--- src/rtl/spart_tx.sv ---
// -----------------------------------------------------------------------------
// spart_tx : transmit half of a simple SPART (serial port) block.
//
// Bytes written by the memory-mapped write path are buffered and sent as
// 8N1 frames (start bit, 8 data bits LSB first, stop bit).  Each bit lasts
// DIV clk cycles.  Frames waiting in the buffer are sent back to back with
// no idle gap between a stop bit and the next start bit.
//
// Build option:
//   SPART_TX_FIFO_EN defined   -> DEPTH-entry circular FIFO buffer
//   SPART_TX_FIFO_EN undefined -> single holding register (DEPTH ignored)
//
// Parameters:
//   DIV    clk cycles per serial bit (2..65535), default 434
//   DEPTH  FIFO entries, power of 2 in 2..64, default 8
//
// Ports:
//   clk            system clock, all state updates on the rising edge
//   rst            synchronous active-high reset
//   spart_tx_data  byte to transmit, sampled when spart_trmt=1
//   spart_trmt     one-cycle push strobe
//   spart_tx_full  registered: buffer full, a push now would be dropped
//   tx_busy        registered: frame on the line or bytes pending
//   txd            registered serial output, idle high
// -----------------------------------------------------------------------------
module spart_tx #(
    parameter int DIV   = 434,
    parameter int DEPTH = 8
) (
    input  logic       clk,
    input  logic       rst,
    input  logic [7:0] spart_tx_data,
    input  logic       spart_trmt,
    output logic       spart_tx_full,
    output logic       tx_busy,
    output logic       txd
);

`ifdef SPART_TX_FIFO_EN
    localparam int DEPTH_EFF = DEPTH;
    localparam int AW        = $clog2(DEPTH);
`else
    // Single holding register; DEPTH is accepted but has no effect here.
    localparam int DEPTH_EFF = (DEPTH >= 1) ? 1 : 1;
`endif

    localparam logic [15:0] DIV_M1  = 16'(DIV - 1);
    localparam logic [6:0]  DEPTH_C = 7'(DEPTH_EFF);

    typedef enum logic [1:0] {
        IDLE  = 2'd0,
        START = 2'd1,
        DATA  = 2'd2,
        STOP  = 2'd3
    } state_t;

    state_t      state_r, state_s;
    logic [15:0] timer_r, timer_s;
    logic [2:0]  bit_idx_r, bit_idx_s;
    logic [7:0]  shreg_r, shreg_s;
    logic        txd_r, txd_s;
    logic [6:0]  count_r, count_s;
    logic        full_r, full_s;
    logic        busy_r, busy_s;
    logic        push_s;
    logic        pop_s;
    logic [7:0]  head_data_s;

    // A push is taken only when the buffer is not full; a dropped push has no
    // effect even if a pop happens on the same edge.
    assign push_s = spart_trmt & ~full_r;

    assign spart_tx_full = full_r;
    assign tx_busy       = busy_r;
    assign txd           = txd_r;

`ifdef SPART_TX_FIFO_EN
    logic [7:0]    mem_r [DEPTH];
    logic [AW-1:0] head_r;
    logic [AW-1:0] tail_r;

    assign head_data_s = mem_r[head_r];

    // FIFO storage write port (data array is not reset; count qualifies it)
    always_ff @(posedge clk) begin
        if (!rst && push_s) begin
            mem_r[tail_r] <= spart_tx_data;
        end
    end

    // FIFO pointers, wrapping modulo DEPTH through natural overflow
    always_ff @(posedge clk) begin
        if (rst) begin
            head_r <= {AW{1'b0}};
            tail_r <= {AW{1'b0}};
        end else begin
            if (push_s) begin
                tail_r <= tail_r + AW'(1);
            end
            if (pop_s) begin
                head_r <= head_r + AW'(1);
            end
        end
    end
`else
    logic [7:0] hold_r;

    assign head_data_s = hold_r;

    // Holding register: loaded on an accepted push (only possible when empty)
    always_ff @(posedge clk) begin
        if (rst) begin
            hold_r <= 8'h00;
        end else if (push_s) begin
            hold_r <= spart_tx_data;
        end
    end
`endif

    // Next-state, bit timing and serial output decode for the frame FSM
    always_comb begin
        state_s   = state_r;
        timer_s   = timer_r;
        bit_idx_s = bit_idx_r;
        shreg_s   = shreg_r;
        txd_s     = txd_r;
        pop_s     = 1'b0;
        case (state_r)
            IDLE: begin
                if (count_r != 7'd0) begin
                    pop_s   = 1'b1;
                    shreg_s = head_data_s;
                    txd_s   = 1'b0;
                    timer_s = DIV_M1;
                    state_s = START;
                end else begin
                    txd_s   = 1'b1;
                end
            end
            START: begin
                if (timer_r == 16'd0) begin
                    state_s   = DATA;
                    txd_s     = shreg_r[0];
                    bit_idx_s = 3'd0;
                    timer_s   = DIV_M1;
                end else begin
                    timer_s   = timer_r - 16'd1;
                end
            end
            DATA: begin
                if (timer_r == 16'd0) begin
                    timer_s = DIV_M1;
                    if (bit_idx_r == 3'd7) begin
                        state_s = STOP;
                        txd_s   = 1'b1;
                    end else begin
                        // Present the next bit before shifting it down.
                        shreg_s   = {1'b0, shreg_r[7:1]};
                        txd_s     = shreg_r[1];
                        bit_idx_s = bit_idx_r + 3'd1;
                    end
                end else begin
                    timer_s = timer_r - 16'd1;
                end
            end
            STOP: begin
                if (timer_r == 16'd0) begin
                    if (count_r != 7'd0) begin
                        // Chain straight into the next start bit.
                        pop_s   = 1'b1;
                        shreg_s = head_data_s;
                        txd_s   = 1'b0;
                        timer_s = DIV_M1;
                        state_s = START;
                    end else begin
                        txd_s   = 1'b1;
                        timer_s = 16'd0;
                        state_s = IDLE;
                    end
                end else begin
                    timer_s = timer_r - 16'd1;
                end
            end
            default: begin
                state_s   = IDLE;
                txd_s     = 1'b1;
                timer_s   = 16'd0;
                bit_idx_s = 3'd0;
            end
        endcase
    end

    // Occupancy update and registered status flags
    always_comb begin
        count_s = count_r;
        if (push_s && !pop_s) begin
            count_s = count_r + 7'd1;
        end else if (pop_s && !push_s) begin
            count_s = count_r - 7'd1;
        end else begin
            count_s = count_r;
        end
        full_s = (count_s == DEPTH_C);
        busy_s = (state_s != IDLE) || (count_s != 7'd0);
    end

    // State, timer, shifter, occupancy and output registers
    always_ff @(posedge clk) begin
        if (rst) begin
            state_r   <= IDLE;
            timer_r   <= 16'd0;
            bit_idx_r <= 3'd0;
            shreg_r   <= 8'h00;
            txd_r     <= 1'b1;
            count_r   <= 7'd0;
            full_r    <= 1'b0;
            busy_r    <= 1'b0;
        end else begin
            state_r   <= state_s;
            timer_r   <= timer_s;
            bit_idx_r <= bit_idx_s;
            shreg_r   <= shreg_s;
            txd_r     <= txd_s;
            count_r   <= count_s;
            full_r    <= full_s;
            busy_r    <= busy_s;
        end
    end

endmodule

--- config.mk ---
export PLATFORM = sky130hd
export DESIGN_NAME = spart_tx
export DESIGN_NICKNAME = d
export VERILOG_FILES = /design/src/rtl/spart_tx.sv
export SDC_FILE = /design/constraint.sdc
export NUM_CORES = 1
export LEC_CHECK = 0
export ABC_AREA = 1
export CAP_MARGIN = 20
export CELL_PAD_IN_SITES_DETAIL_PLACEMENT = 0
export CELL_PAD_IN_SITES_GLOBAL_PLACEMENT = 1
export CORE_MARGIN = 8
export CORE_UTILIZATION = 39
export DETAILED_ROUTE_END_ITERATION = 8
export HOLD_SLACK_MARGIN = 0.1
export PLACE_DENSITY_LB_ADDON = 0.1
export SYNTH_ARGS = -nofsm -noshare
export SYNTH_HDL_FRONTEND = slang
export SYNTH_SLANG_ARGS = --single-unit
--- constraint.sdc ---
create_clock -name clk -period 1.75 [get_ports clk]
set_input_delay 0.35 -clock clk [delete_from_list [all_inputs] [get_ports clk]]
set_output_delay 0.35 -clock clk [all_outputs]
set_load 0.05 [all_outputs]
; Yosys cells after proc, flatten, opt, wreduce, memory -nomap -nowiden
; Cells that the tools add are included.
[totals]
in_bits = 11
ff_bits = 47
out_inout_bits = 3
wordCells = 73
[classes]
eq_ne = 10
mux = 32
n_reduce_logical = 16
bitwise = 2
n_addsub = 4
[ops]
columns = cell, n
row1 = 16-bit 2-to-1 mux, 3
row2 = 16-bit one-hot mux with 3 select lines, 1
row3 = 8-bit 2-to-1 mux, 4
row4 = 8-bit one-hot mux with 3 select lines, 1
row5 = 16-bit zero test, 1
row6 = "16-bit by 1-bit subtractor with 16-bit output, second input constant", 1
row7 = 7-bit 2-to-1 mux, 2
row8 = 7-bit nonzero test, 2
row9 = 2-bit 2-to-1 mux, 5
row10 = "2-bit inequality test, second input constant", 5
row11 = 3-bit 2-to-1 mux, 3
row12 = 9-bit 2-to-1 mux, 1
row13 = 1-bit 2-to-1 mux, 8
row14 = 2-bit one-hot mux with 4 select lines, 1
row15 = 4-bit AND reduction, 2
row16 = "7-bit by 1-bit adder with 7-bit output, second input constant", 1
row17 = "7-bit by 1-bit equality test with 1-bit output, second input constant", 1
row18 = "7-bit by 1-bit subtractor with 7-bit output, second input constant", 1
row19 = 3-bit one-hot mux with 2 select lines, 1
row20 = "2-bit equality test, second input constant", 2
row21 = 1-bit one-hot mux with 4 select lines, 1
row22 = 2-bit nonzero test, 2
row23 = "3-bit by 1-bit adder with 3-bit output, second input constant", 1
row24 = "3-bit equality test, second input constant", 1
row25 = 11 further kinds, 13

; Depth between registers and ports, before layout
[logic_depth]
word_depth = 9
ltp_mapped = 15
mapped_depth_nobuf = 15

; Worst setup path before layout
; No wires, ideal clock.
[synth_path]
path_type = register to register
start = reg count_r[0]
end = reg busy_r, in the netlist tx_busy
period_less_slack_ns = 1.823
path_stages_with_launch = 14
required_time_ns = 1.618
arrival_ns = 1.691
path_slack_ns = -0.073
n_path_buf = 1
setup_ns = 0.132
path_cell_list = dfxtp_1 inv_1 ha_1 nand3_1 nor2_2 nor2_4 nand2_4 nand2_4 buf_12 nor2_1 a21oi_1 nand2_1 nor2_1 a21oi_1
[synth_between]
elab_chain_len = 9
word_cells_on_any_way = 18
classes_between = 2 x add/sub / 9 x mux / 7 x reduce/logical
[synth_rtl]
columns = item, line_no
row1 = "start, declared", 62  ; logic [6:0] count_r, count_s;
row2 = "start signal, assigned", 224  ; count_r <= count_s;
row3 = 7-bit nonzero test, "130, 168"
row4 = 1-bit 2-to-1 mux, "130, 168"
row5 = 1-bit 2-to-1 mux, 167  ; if (timer_r == 16'd0) begin
row6 = 1-bit one-hot mux with 2 select lines, 128  ; case (state_r)
row7 = 1-bit logical AND / 1-bit zero test (equally long branches), "198, 196"
row8 = 7-bit 2-to-1 mux / 1-bit logical AND (equally long branches), "198, 196"
row9 = 7-bit 2-to-1 mux, 196  ; if (push_s && !pop_s) begin
row10 = 7-bit nonzero test, 204  ; busy_s = (state_s != IDLE) || (count_s != 7'd0);
row11 = 1-bit logical OR (*), 204
row12 = "end signal, assigned", 226  ; busy_r <= busy_s;
row13 = "end, declared", 64  ; logic busy_r, busy_s;
; Mark *: on every way between the ends. The rest lies on a longest branch, timed or not.
; A chain may end at the register's enable or synchronous reset.

; Worst setup path after layout
[layout_path]
start = reg state_r[0]
end = reg busy_r, in the netlist tx_busy
[layout_between]
elab_chain_len = 7
word_cells_on_any_way = 19
classes_between = 3 x eq/ne / 9 x mux / 7 x reduce/logical
[layout_rtl]
columns = item, line_no
row1 = "start, declared", 57  ; state_t state_r, state_s;
row2 = "start signal, assigned", 219  ; state_r <= state_s;
row3 = 2-bit equality test / 2-bit zero test (equally long branches), 128
row4 = 1-bit one-hot mux with 2 select lines, 128
row5 = 1-bit logical AND / 1-bit zero test (equally long branches), "198, 196"
row6 = 7-bit 2-to-1 mux / 1-bit logical AND (equally long branches), "198, 196"
row7 = 7-bit 2-to-1 mux, 196
row8 = 7-bit nonzero test, 204
row9 = 1-bit logical OR (*), 204
; Marks and branches as above.

==> summary.md <==
| Metric | Value |
|---|---|
| Startpoint types | `flop` |
| Crit path capture type | `flop` |
| GR Overflow Total | `0` |
| Mean routed wirelength per cell | `around 13 microns` |
| GRT Overall Usage | `0.147` |
| Clk sinks | `47` |
| # H-tree levels | `2` |
| Syn Area/Cell | `7.08 sq um` |
| Routability cong. | `0.866` |
| Compound-Gate Fraction of Synth Area | `0.139` |
| Utilization after layout | `0.584` |
| Clock Latency Late Sink | `a little over 0.3 ns` |
| Tightest Pin Transition | `0.299 ns` |
| Port bufs | `13` |
| Core Area | `between 0.006 and 0.007 sq mm` |
| Top cell type's share of synthesized area | `0.356` |
| Worst R2R Start | `state_r[0]` |
| Number of flops mapped to enable cells by yosys | `0` |
| Synthesized cell area | `roughly 0.0026 sq mm` |
| Cell row count | `30` |
| Top cells by area, synth | `dfxtp_1 (36%), nand2_1 (9.9%), nor2_1 (8.1%)` |
| Post-synth top cells | `nand2_1 (70), nor2_1 (57), dfxtp_1 (47), inv_1 (39), o21ai_0 (28)` |
| Fraction of registers with async set/reset | `0` |
| FF/Latch Area | `about 950 sq um` |
| ANT nets after route | `0` |
| Post-DP HPWL | `5.03 mm` |
| Crit Path Category | `flop to flop` |
| Largest net degree at the start of global routing | `17` |
| Outcome | `complete, but fails checks` |
| Worst r2r dst | `tx_busy` |
| Fill count | `around 620` |
| Multi-input gate area | `roughly 0.0018 sq mm` |
| Hold endpoint | `timer_r[15]` |
| DR vias | `approximately 2700` |
| Hold Path Class | `flop to flop` |
| Predominant post-synthesis flop cell | `dfxtp_1` |
| Max Buffers Root-to-Sink | `2` |
| Initial antenna violation count | `0` |
| Xor-xnor portion of the synthesized cell area | `0.0463` |
| Post-Route WL | `around 7.0 mm` |
| Io pins | `14` |
| Initial drt markers | `100` |
| Fin crit period | `1.79 ns` |
| CTS tree | `done` |
| Worst EP required | `just under 2 ns` |
| 1st-pass router iterations | `4` |
| Layout cells sized above 1 | `0.403` |
| Reg2reg path depth | `11` |
| Synthesis-to-layout area growth | `47.4%` |
| Simple-gate share of the synthesized area | `0.327` |
| Initial Util | `0.396` |
| Arr. time, crit path | `about 2.0 ns` |
| Failing checks | `negative setup slack` |
| Synth area leader | `dfxtp_1` |
| WHS Path Cells | `1` |
| # setup viols final | `3` |
| Largest family of logic cells by synthesized area | `simple AND/OR/NAND/NOR gates` |
| Adder and majority cell fraction of the synthesized area | `0.0473` |
| Syn. warnings | `0` |
| Worst-path fanout max | `5` |
| Flop2flop setup slack | `-0.04 ns` |
| Via/cell ratio | `around 4.9` |
| CTS Root Cell | `clkbuf_8` |
| Count leader, synth | `nand2_1` |
| Yosys cell types | `39` |
| Hold bufs inserted after CTS | `0` |
| F_max | `~560 MHz` |
| Die W | `~98 microns` |
| Hold path startpoint | `timer_r[15]` |
| Max Cap Viol | `0` |
| Synthesis-stage register bit count | `47` |
| Setup crit start | `state_r[0]` |
| Fin crit share | `1.03` |
| Die H | `just under 100 microns` |
| First-pass GRT wire length | `approximately 12 mm` |
| Seq/Total Area, Yosys | `0.356` |
| Vias in the first global route | `between 2000 and 3000` |
| Mux cell area share after synthesis | `0` |
| CTS clk-pin slew, worst paths | `approximately 0.10 ns` |
| Syn Nets | `~400` |
| Worst setup slack after layout | `-0.0449 ns` |
| Post-Syn Instances | `374` |
| Headroom to the max-slew limit | `0.800` |
| Hold Fails Final Rpt | `0` |
| DRC viols | `0` |
| RSZ-0062 raised after global routing | `yes` |
| Worst Skew | `0.00881 ns` |
| Final #Nets | `491` |
| Fin. max-slew vios | `0` |
| ANT cells | `0` |
| Die area | `slightly below 0.01 sq mm` |
| TritonCTS buffer count | `5` |
==> cell usage in the layout (no fill, tap or decap), types with 2 or more instances in the layout <==
cell | synthesis | layout
xor2_1 | 14 | 13
nor2_4 | 2 | 9
nor3b_2 | 2 | 3
nand2_2 | 3 | 13
nand4_1 | 5 | 5
nor3_1 | 7 | 6
nand3_1 | 18 | 13
a21oi_1 | 22 | 18
buf_6 | 1 | 5
o21ai_0 | 28 | 20
nand3_4 | 1 | 2
and3_1 | 2 | 2
nand2_4 | 3 | 7
inv_2 | 1 | 11
or2_2 | 2 | 2
ha_4 | 0 | 3
dfxtp_2 | 0 | 6
ha_1 | 10 | 7
nor2_2 | 8 | 16
clkdlybuf4s50_1 | 0 | 10
buf_4 | 0 | 83
a21oi_4 | 0 | 3
nand3_2 | 1 | 6
dfxtp_1 | 47 | 41
nor2_1 | 57 | 42
clkbuf_8 | 0 | 5
a21oi_2 | 1 | 2
nand2_1 | 70 | 56
a31oi_1 | 7 | 7
inv_1 | 39 | 29
o21ai_1 | 1 | 8
==> stage by stage <==
| stage | instance area (sq um) | cells | setup TNS [ns] | setup WS, ns | hold slack (ns) |
|---|---|---|---|---|---|
| final | 3900 | 551 | -0.0851 | -0.0449 | 0.465 |
| after global routing | 3900 | 551 | -1.18 | -0.181 | 0.487 |
| after CTS | 3630 | 543 | -0.0725 | -0.0313 | 0.466 |
| after detailed placement | 3410 | 530 | -0.611 | -0.138 | 0.451 |
| after global placement | 3410 | 530 | -0.469 | -0.131 | 0.446 |
| after floorplan | 2690 | 374 | 0 | 0.00664 | 0.427 |
==> final cells by class <==
| type | count | share of cell area |
|---|---|---|
| timing repair buffer | 98 | 0.200 |
| clock buffer | 5 | 0.0176 |
| inverter | 41 | 0.0407 |
| clock inverter | 3 | 0.0119 |
| sequential | 47 | 0.243 |
| multi-input combinational | 276 | 0.460 |
| tap | 80 | 0.0257 |
| timing repair inverter | 1 | 0.00128 |
==> cells by family after synthesis <==
| kind of cell | after synthesis |
|---|---|
| AND/OR/NAND/NOR | 184 |
| adder cells (fa/ha/maj) | 10 |
| XOR/XNOR | 14 |
| buffers and inverters | 53 |
| AO/OA/AOI/OAI | 66 |
| flip-flops | 47 |
==> registers in the layout, summed over array words and instances, names as in the netlist <==
register	count
timer_r	16
head_data_s	8
shreg_r	8
count_r	7
bit_idx_r	3
state_r	2
spart_tx_full	1
tx_busy	1
txd	1
==> critical path, stage by stage (launching register included) <==
cell and delay (ns):
dfxtp_1 0.33, buf_4 0.14, ha_1 0.22, nand3_2 0.10
nand2_4 0.08, nand2_4 0.13, nand2_4 0.10, buf_4 0.16
a21oi_4 0.17, nand2_1 0.08, nor2_2 0.11, a21oi_1 0.07
==> timing repair <==
item / in CTS / in global routing
buffers inserted: 3 / 8
pin swaps: 16 / 33
resized for setup: 21 / 64
setup endpoints to repair: 17 / 27
cloned: 2 / 1
==> routing by layer <==
| layer | vias up | GRT usage | part of all wire |
|---|---|---|---|
| li1 | 1406 | - | - |
| met1 | 1243 | 0.184 | 0.47 |
| met2 | 32 | 0.248 | 0.48 |
| met3 | 8 | 0.0292 | 0.029 |
| met4 | 0 | 0.0425 | 0.013 |
| met5 | - | 0 | 0 |
==> worst max-delay path by stage <==
stage | to | slack (ns) | depth (start not counted)
after floorplan | tx_busy | 0.007 | 14
final | tx_busy | -0.04 | 11
after detailed placement | tx_busy | -0.14 | 10
after global routing | spart_tx_full | -0.18 | 12
after global placement | tx_busy | -0.13 | 10
after CTS | spart_tx_full | -0.03 | 13
Power is not shown: default switching activity piles up to over one toggle a cycle in this logic, so the estimate is an artifact.
